File: config.mk
export PLATFORM = sky130hd
export DESIGN_NAME = bf_uart_loader
export DESIGN_NICKNAME = d
export VERILOG_FILES = /design/src/rtl/bf_uart_loader.sv
export SDC_FILE = /design/constraint.sdc
export NUM_CORES = 1
export LEC_CHECK = 0
export CORE_AREA = 2 2 69 71
export CTS_CLUSTER_DIAMETER = 200
export DETAILED_ROUTE_END_ITERATION = 10
export DIE_AREA = 0 0 71 73
export PLACE_DENSITY = 0.83
export SLEW_MARGIN = 20
export SYNTH_ARGS = -nofsm -noshare
export SYNTH_HDL_FRONTEND = slang
export SYNTH_SLANG_ARGS = --single-unit
File: constraint.sdc
create_clock -name clk -period 6.2 [get_ports clk]
set_input_delay 1.24 -clock clk [delete_from_list [all_inputs] [get_ports clk]]
set_output_delay 1.24 -clock clk [all_outputs]
set_load 0.01 [all_outputs]
File: src/rtl/bf_uart_loader.sv
// bf_uart_loader: UART 8N1 receiver that filters Brainfuck opcodes into program memory.
// Optional bracket-balance checking is built when BF_LOADER_BRACKET_CHECK_EN is defined.
module bf_uart_loader #(
   parameter int CLK_HZ = 12000000,
   parameter int BAUD = 115200,
   parameter int ADDR_WIDTH = 12
) (
   input logic clk,
   input logic rst,
   input logic rx,
   input logic load_req,
   output logic prog_we,
   output logic [ADDR_WIDTH-1:0] prog_addr,
   output logic [7:0] prog_data,
   output logic loading,
   output logic loaded,
   output logic [ADDR_WIDTH-1:0] prog_len,
   output logic overflow,
   output logic frame_err,
   output logic bracket_err
);
   localparam int CPB = CLK_HZ / BAUD;
   localparam int CW = $clog2(CPB + 1);
   localparam logic [CW-1:0] HALF_M = CW'(CPB / 2 - 1);
   localparam logic [CW-1:0] FULL_M = CW'(CPB - 1);
   localparam logic [ADDR_WIDTH-1:0] LAST = '1;

   typedef enum logic [1:0] {R_IDLE, R_START, R_DATA, R_STOP} rx_state_t;
   typedef enum logic [1:0] {IDLE, RECV, TERM, DONE} state_t;

   rx_state_t rs, rs_n;
   state_t state, state_n;
   logic [2:0] sync;
   logic rx_s, fall, tick, byte_done, bad_stop;
   logic [CW-1:0] cnt;
   logic [2:0] bit_idx;
   logic [7:0] shift, data_r;
   logic clr, wr, ovf_set, is_op, is_end, we_r;
   logic [ADDR_WIDTH-1:0] base_addr;

   // sync[1] is the synchronized line; sync[2] is its previous value for edge detection
   assign rx_s = sync[1];
   assign fall = sync[2] & ~sync[1];
   assign tick = (rs != R_IDLE) && (cnt == ((rs == R_START) ? HALF_M : FULL_M));
   assign byte_done = tick && rs == R_STOP && rx_s;
   assign bad_stop = tick && rs == R_STOP && !rx_s;
   assign is_op = shift inside {8'h2B, 8'h2D, 8'h3C, 8'h3E, 8'h5B, 8'h5D, 8'h2E, 8'h2C};
   assign is_end = shift == 8'h00 || shift == 8'h04;

   always_ff @(posedge clk or posedge rst)
      if (rst) rs <= R_IDLE;
      else rs <= rs_n;

   always_comb begin
      rs_n = rs;
      case (rs)
         R_IDLE: if (fall) rs_n = R_START;
         R_START: if (tick) rs_n = rx_s ? R_IDLE : R_DATA;
         R_DATA: if (tick && bit_idx == 3'd7) rs_n = R_STOP;
         default: if (tick) rs_n = R_IDLE;
      endcase
   end

   always_ff @(posedge clk or posedge rst)
      if (rst) begin
         sync <= '1;
         cnt <= '0;
         bit_idx <= '0;
         shift <= '0;
      end else begin
         sync <= {sync[1:0], rx};
         cnt <= (rs == R_IDLE || tick) ? '0 : cnt + 1'b1;
         if (rs == R_IDLE) bit_idx <= '0;
         if (tick && rs == R_DATA) begin
            shift <= {rx_s, shift[7:1]};
            bit_idx <= bit_idx + 1'b1;
         end
      end

   always_ff @(posedge clk or posedge rst)
      if (rst) state <= IDLE;
      else state <= state_n;

   // A load_req restarts from address 0, and a byte completing in that cycle belongs to the new load
   always_comb begin
      state_n = state;
      clr = 1'b0;
      wr = 1'b0;
      ovf_set = 1'b0;
      base_addr = prog_addr;
      if (state == TERM) state_n = DONE;
      else begin
         clr = load_req;
         base_addr = load_req ? '0 : prog_addr;
         if (load_req) state_n = RECV;
         if ((state == RECV || load_req) && byte_done) begin
            wr = is_op && base_addr != LAST;
            ovf_set = is_op && base_addr == LAST;
            if (ovf_set || is_end) state_n = TERM;
         end
      end
   end

   always_ff @(posedge clk or posedge rst)
      if (rst) begin
         prog_addr <= '0;
         we_r <= 1'b0;
         data_r <= '0;
         overflow <= 1'b0;
         frame_err <= 1'b0;
      end else begin
         if (clr) prog_addr <= '0;
         else if (we_r) prog_addr <= prog_addr + 1'b1;
         we_r <= wr;
         if (wr) data_r <= shift;
         overflow <= (overflow && !clr) || ovf_set;
         frame_err <= (frame_err && !clr) || bad_stop;
      end

   assign prog_we = we_r || state == TERM;
   assign prog_data = (state == TERM) ? 8'h00 : data_r;
   assign prog_len = prog_addr;
   assign loading = state == RECV || state == TERM;
   assign loaded = state == DONE;

`ifdef BF_LOADER_BRACKET_CHECK_EN
   logic [ADDR_WIDTH-1:0] depth, depth_b;
   logic berr;
   assign depth_b = clr ? '0 : depth;
   always_ff @(posedge clk or posedge rst)
      if (rst) begin
         depth <= '0;
         berr <= 1'b0;
      end else begin
         depth <= depth_b;
         if (clr) berr <= 1'b0;
         if (wr && shift == 8'h5B) depth <= depth_b + 1'b1;
         if (wr && shift == 8'h5D) begin
            if (depth_b == '0) berr <= 1'b1;
            else depth <= depth_b - 1'b1;
         end
         if (state_n == TERM && depth_b != '0) berr <= 1'b1;
      end
   assign bracket_err = berr;
`else
   assign bracket_err = 1'b0;
`endif
endmodule

# After elaboration in Yosys (flattened, before gate mapping)
# Index checks and enable logic that the tools add are counted.
[word_totals]
ff_bits = 48
input_bits = 4
[classes]
n_addsub = 3
n_eq_ne = 22
muxes = 23
bitwise = 2
reduce_logical = 29
[op_table]
columns = ["operator", "count"]
rows = [
  ["equality test 8 x 6 -> 1 bit (second input constant)", 6],
  ["2-to-1 mux 12 bit", 3],
  ["2-to-1 mux 2 bit", 9],
  ["equality test 8 x 7 -> 1 bit (second input constant)", 2],
  ["2-to-1 mux 7 bit", 2],
  ["adder 12 x 1 -> 12 bit (second input constant)", 1],
  ["equality test 12 bit (second input constant)", 1],
  ["!= test 12 bit (second input constant)", 1],
  ["logical AND 1 bit", 11],
  ["equality test 2 bit (second input constant)", 4],
  ["equality test 8 x 3 -> 1 bit (second input constant)", 1],
  ["zero test 8 bit", 1],
  ["logical OR 1 bit", 8],
  ["2-to-1 mux 8 bit", 1],
  ["nonzero test 8 bit", 1],
  ["adder 7 x 1 -> 7 bit (second input constant)", 1],
  ["equality test 7 bit", 1],
  ["2-to-1 mux 3 bit", 2],
  ["!= test 2 bit (second input constant)", 3],
  ["case mux 2 bit (3 select lines)", 1],
  ["nonzero test 2 bit", 3],
  ["2-to-1 mux 1 bit", 5],
  ["equality test 2 x 1 -> 1 bit (second input constant)", 2],
  ["AND reduction 4 bit", 1],
  ["other kinds (7)", 8],
]

# Longest topological paths before layout
[depth]
ltp_word = 10
depth_mapped = 7
mapped_depth_nobuf = 7

# Least setup slack after synthesis
# Ideal clock, no wire load.
[synth_timing]
kind = "input port to flip-flop"
start = "input port load_req"
end = "register data_r[0]"
setup_time_ns = 0.125
arrival_ns = 2.342
required_time_ns = 6.075
path_slack_ns = 3.733
stages = 5
path_buffers = 0
path_cell_list = "nor2_1 nor4_4 inv_2 nor4_4 mux2_2"
[synth_via]
elab_chain_len = 5
word_cells_on_any_way = 7
[synth_rtl]
columns = ["item", "line", "rtl"]
rows = [
  ["start: declaration", "11", "input logic load_req,"],
  ["2-to-1 mux 12 bit", "94", "base_addr = load_req ? '0 : prog_addr;"],
  ["!= test 12 bit", "97", "wr = is_op && base_addr != LAST;"],
  ["logical AND 1 bit", "97", ""],
  ["2-to-1 mux 1 bit (*)", "96", "if ((state == RECV || load_req) && byte_done) begin"],
  ["2-to-1 mux 1 bit (*)", "91", "if (state == TERM) state_n = DONE;"],
  ["end signal: assignment", "115", "if (wr) data_r <= shift;"],
  ["end: declaration", "37", "logic [7:0] shift, data_r;"],
]
# Mark *: on every way between the ends. The rest lies on a longest branch, timed or not.
# A chain may end at the register's enable or synchronous reset.

# Worst setup path after layout
[layout_timing]
start = "register state[0]"
end = "output port prog_we"
[layout_via]
elab_chain_len = 2
[layout_rtl]
columns = ["item", "line", "rtl"]
rows = [
  ["start: declaration", "32", "state_t state, state_n;"],
  ["start signal: assignment", "82", "else state <= state_n;"],
  ["equality test 2 bit", "120", "assign prog_we = we_r || state == TERM;"],
  ["logical OR 1 bit", "120", ""],
  ["end: declaration", "12", "output logic prog_we,"],
]
# No other way between the ends.

==> summary.md <==
| Metric | Value |
|---|---|
| Critical path startpoint category | flop |
| Layout Skew | 0.0127 ns |
| Max_slew headroom | 36.7% |
| Internal power | 0.000402 W |
| Fin crit share | 53.6% |
| CP arrival | 2.08 ns |
| Gate power share | 3.5% |
| Hold buffers post-CTS | 0 |
| CP required | 4.96 ns |
| Area leader, netlist | dfrtp_1 |
| Final hold vios | 0 |
| Count leader, synth | dfrtp_1 |
| Placed Cells | 302 |
| Global route overflow | 0 |
| Die footprint | 5180 um2 |
| Post-route minimum period | 3.32 ns |
| Ys async rst share | 100% |
| Switching Fraction | 22.4% |
| Sink Count | 48 |
| Net count, final | 266 |
| Placer Congestion | 0.798 |
| Gates resized, CTS repair | 0 |
| Largest net degree at the start of global routing | 49 |
| Top-area cell type share of the netlist area | 46.3% |
| Syn nets | 236 |
| Core outline area | 4540 um2 |
| Chip Height | 73 um |
| Cell Area, Synth | 2430 um2 |
| # rows | 25 |
| Yosys cell types | 43 |
| Setup TNS | 0 ns |
| Max Cap Viol | 0 |
| Worst hold path type | reg -> reg |
| Worst Tran Pin Value | 0.948 ns |
| Synth top area cells | dfrtp_1 46%, mux2_2 6.9%, buf_4 4.3%, nor2_1 4.2%, ha_1 3.6% |
| Ys Warns | 0 |
| PD cells | 181 nW/um2 |
| Final Slew Violations | 0 |
| TritonCTS Buffers | 5 |
| Initial antenna violation count | 0 |
| VDD IR max | 0.104 mV |
| F_max | 0.301 GHz |
| Layout cells sized above 1 | 14.8% |
| Sw power | 0.000116 W |
| Filler instances | 362 |
| Reg clk slew, reported paths | 0.09 ns |
| P_leak | 1.29 nW |
| Clock share of power | 34.7% |
| Avg WL per Cell | 13.7 um |
| CTS Root Cell | clkbuf_8 |
| Port Buf Inserts | 40 |
| Post-Syn Instances | 225 |
| Syn Area/Cell | 10.8 um2 |
| WHS | 0.360 ns |
| FF+latch area | 1200 um2 |
| DRT iter0 DRCs | 108 |
| Critical Path Fanout Max | 15 |
| Ports | 42 |
| Clock Path Buffers | 2 |
| Part of the power in registers | 61.8% |
| Seq/Total Area, Yosys | 49.6% |
| Total Routing Usage GR | 18.1% |
| Worst skew pair latency | 0.31 ns |
| Layout Cells excl Fill | 310 |
| Global-route wire length before repair | 7380 um |
| Worst Setup End Kind | primary output |
| Initial core utilization | 53.6% |
| Post-CTS Setup Inserts | 0 |
| Layout area overhead | 17.6% |
| RSZ-0062 raised after global routing | no |
| Post-route ant nets | 0 |
| Pre-Repair DR Iteration Count | 4 |
| Dpl hpwl | 3000 um |
| Final setup fails | 0 |
| CTS tree | built |
| DRC Markers | 0 |
| Number of global-route vias before repair | 1599 |
| Vias | 1650 |
| Antenna diodes | 0 |
| H-tree depth | 2 |
| Ys flop type | dfrtp_1 |
| CP Class | reg -> out |
| Yosys reg bits | 48 |
| Die Wd | 71 um |
| EDFF count, synth | 0 |
| Footprint of the multi-input gates | 1060 um2 |
| Vias per cell | 5.32 |
| Detailed Route WL | 4260 um |
| Synth top cells by count | 45 x dfrtp_1, 27 x nor2_1, 15 x mux2_2, 14 x buf_4, 14 x nand2_1 |
| Status | completed |
## cells by family (layout without fill, tap and decap cells)
group / after synthesis / after routing / share of synthesized area, %
and+or+nand+nor: 86 / 86 / 20.6
DFF: 48 / 48 / 49.6
other: 1 / 1 / 0.154
buffers and inverters: 28 / 59 / 6.95
muxes: 17 / 17 / 7.77
AOI/OAI and AO/OA: 22 / 22 / 5.61
xor gates and xnor gates: 16 / 16 / 5.76
adders and majority gates: 7 / 7 / 3.60
## layout make-up
class,count,area share [%]
Inverter,10,1.36
Clock inverter,1,0.175
Timing Repair Buffer,41,14.3
Tap cell,54,2.36
Clock buffer,7,2.67
Multi-Input combinational cell,149,37.0
Sequential cell,48,42.2
## per-layer routing
layer  track usage [%]  wire, um
met5                 0         0
met4              5.66        31
met3              4.56       175
met2              29.9      2030
met1              23.7      2020
## worst max-delay path, cell delays in order (launching register included)
cell and delay [ns]:
dfrtp_1 0.43, inv_1 0.10, ha_1 0.53, or2_2 0.21
clkdlybuf4s50_1 0.52
## registers in the layout (all words and copies together), names as in the netlist
signal,count
shift,8
bit_idx,3
frame_err,1
overflow,1
we_r,1
rs,2
state,2
cnt,7
data_r,8
prog_addr,12
sync,3
## worst paths after layout
| kind | from | to | slack, ns | cells past startpoint |
|---|---|---|---|---|
| setup / recovery | state[0]$_DFF_PP0_ | prog_we | 2.88 | 4 |
| hold / removal | sync[0]$_DFF_PP1_ | sync[1]$_DFF_PP1_ | 0.36 | 0 |
| setup reg to reg | state[0]$_DFF_PP0_ | prog_addr[6]$_DFFE_PP0P_ | 3.66 | 7 |
| hold reg to reg | sync[0]$_DFF_PP1_ | sync[1]$_DFF_PP1_ | 0.36 | 0 |
| max in group asynchronous | rst | shift[0]$_DFFE_PP0P_ | 4.33 | 2 |
| min in group asynchronous | rst | prog_addr[6]$_DFFE_PP0P_ | 1.38 | 2 |
## power groups by stage
| stage | Sequential, W | Clock, W | Combinational [W] |
|---|---|---|---|
| 2_1_floorplan | 0.000325 | 0 | 0.0000131 |
| 3_3_place_gp | 0.000326 | 0 | 0.0000183 |
| 3_5_place_dp | 0.000327 | 0 | 0.0000186 |
| 4_1_cts | 0.000320 | 0.000183 | 0.0000186 |
| 5_1_grt | 0.000321 | 0.000198 | 0.0000212 |
| 6_report | 0.000320 | 0.000180 | 0.0000179 |
## metrics by stage
step | utilization [%] | total power (W) | worst slack (ns) | area (um2)
2_1_floorplan | - | 0.000339 | 3.73 | 2430
4_1_cts | 63.0 | 0.000522 | 2.86 | 2860
3_5_place_dp | 61.2 | 0.000345 | 2.70 | 2780
5_1_grt | 63.0 | 0.000540 | 2.76 | 2860
3_3_place_gp | 61.2 | 0.000345 | 2.79 | 2780
6_report | 63.0 | 0.000518 | 2.88 | 2860
## layout by cell type (no fill, tap or decap), types with 2 or more instances in the layout
cell / n
clkdlybuf4s50_1: 40
nor3_1: 2
nor2_1: 27
mux2i_1: 2
nand4b_2: 2
nor4_1: 2
inv_1: 8
a21oi_1: 2
xnor2_1: 6
o22ai_1: 2
dfrtp_1: 45
nor4_4: 3
clkinv_2: 2
o21a_1: 2
nand2_1: 14
clkbuf_8: 5
o21ai_0: 9
or2_2: 4
nand3b_1: 3
dfstp_2: 3
clkbuf_1: 2
nand3_1: 7
mux2_2: 15
xor2_1: 10
ha_1: 7
nor2b_1: 10
nand4_1: 5
No activity file was read; power rests on OpenSTA's default activity.
==> RTL edit: new RTL, config.mk and constraints unchanged <==
Set the parameter `ADDR_WIDTH` to 13 (it was 12).
--- a/src/rtl/bf_uart_loader.sv
+++ b/src/rtl/bf_uart_loader.sv
@@ -5,3 +5,3 @@
    parameter int BAUD = 115200,
-   parameter int ADDR_WIDTH = 12
+   parameter int ADDR_WIDTH = 13
 ) (
Ports: changed (resized prog_addr and prog_len); port bits go from 42 to 44. The function was not compared with the original's and may differ.
==> RTL edit against the unedited design <==
- first-iteration DRC count grew 27%
- total power grew 1.6%
- routed wire length grew 15%
- area after synthesis grew 5.4%
- combinational power grew 6%
- sequential cell count grew 1
- cell area grew 4.9%
- worst setup slack lost 0.023 ns
- fmax shrank 0.69%
- highest routed layer unchanged
==> RTL edit: results (changes against the unedited design) <==
drt:
  first_iter_violations: 137  # +27%
  wl_per_cell_um: 15.0  # +9.3%
  avgViaCountPerCell: 5.62  # +5.7%
  met3_length_um: 205  # +17%
  wl_met2_um: 2360  # +16%
global_routing:
  grt_pass1_vias: 1645  # +2.9%
  grtUsageTotal_pct: 19.9  # +1.8 points
  grtUsageMet1_pct: 27.7  # +4.0 points
  use_met2_pct: 31.6  # +1.7 points
  grt_first_pass_wirelength_um: 8080  # +9.4%
  grt_util_met3_pct: 4.14  # -0.41 points
  grt_max_degree: 50  # +2.0%
finish:
  final_nets: 281  # +5.6%
  drive_gt1_share_pct: 12.2  # -2.7 points
  top_regs: "prog_addr (13), data_r (8), shift (8)"
logic_synthesis:
  ys_seq_area_share_pct: 48.0  # -1.5 points
  ys_types: 45  # +4.7%
  yosys-top-cells-area: "dfrtp_1 45%, mux2_2 6.2%, buf_4 4.1%, ha_1 3.4%, nor2_1 3.4%"
  syn_nets: 254  # +7.6%
  synth_commonest_cells: "46 x dfrtp_1, 23 x nor2_1, 16 x o21ai_0"
power:
  intPower_uw: 408  # +1.6%
  peakVddDrop_v: 0.000117  # +13%
placed_design:
  numPortBuffers: 42  # +5.0%
  dp_slack_ns: 2.44  # -0.260 ns
  dp_hpwl_um: 3420  # +14%
  place.gp.congestion: 0.820  # +2.8%
status:
  status: "finished clean"
worst_setup_path:
  arrival_ns: 2.11  # +0.03 ns
  ff2ff_setup_slack_ns: 3.67  # about the same
  timing.rr.end: "prog_addr[9]"
  reg2reg_depth: 6  # -1
  slowest_delay_ns: 0.55  # +0.02 ns
timing:
  skew_ns: 0.0146  # +0.00188 ns
  whs_ns: 0.359  # -0.000874 ns
RTL edit: changes by cell type in the layout (fill, tap and decap cells not counted), sizes merged, moves of 3 or more:
| cell | delta |
|---|---|
| nor2 | -4 |
| or2 | -3 |
| and3 | +3 |
| or3 | +3 |
| o21ai | +6 |
| and4 | +3 |
| a21oi | +3 |
| o2111ai | +4 |
RTL edit: metrics by stage:
stage | instance area [um^2] | std cells
floorplan | 2560 | 243
global placement | 2910 | 317
detailed placement | 2910 | 317
CTS | 3000 | 325
global route | 3000 | 325
finish | 3000 | 325
RTL edit: layout make-up:
cell class / instances / area, um^2
Timing Repair Buffer: 43 / 428
Sequential cell: 49 / 1230
Multi-Input combinational cell: 163 / 1160
Fill cell: 364 / 1540
Inverter: 8 / 31.3
Tap cell: 54 / 67.6
Clock inverter: 1 / 5.00
Clock buffer: 7 / 76.3
RTL edit: worst max path at each step:
stage                   from           end  slack (ns)  cells past startpoint
finish              state[0]       prog_we        2.85                      4
global route        state[0]       prog_we        2.78                      4
CTS                 load_req  prog_addr[9]        2.76                      5
detailed placement  load_req  prog_addr[9]        2.44                      5
global placement    load_req  prog_addr[9]        2.61                      5
floorplan           state[0]       prog_we        3.78                      4
RTL edit: kinds of logic after synthesis:
kind of cell / synth area share (%)
muxes: 6.94
other: 0.146
buffers and inverters: 6.74
xor gates and xnor gates: 4.10
DFF: 48.0
AOI/OAI and AO/OA: 12.0
and+or+nand+nor: 18.6
adders and majority gates: 3.42
RTL edit: power by group through the flow:
stage | clock network [uW] | registers (uW) | logic [uW]
after global routing | 196 | 327 | 22.3
after detailed placement | 0 | 333 | 19.2
after CTS | 184 | 327 | 19.2
after floorplan | 0 | 332 | 14.4
final | 181 | 327 | 18.9
after global placement | 0 | 333 | 18.8
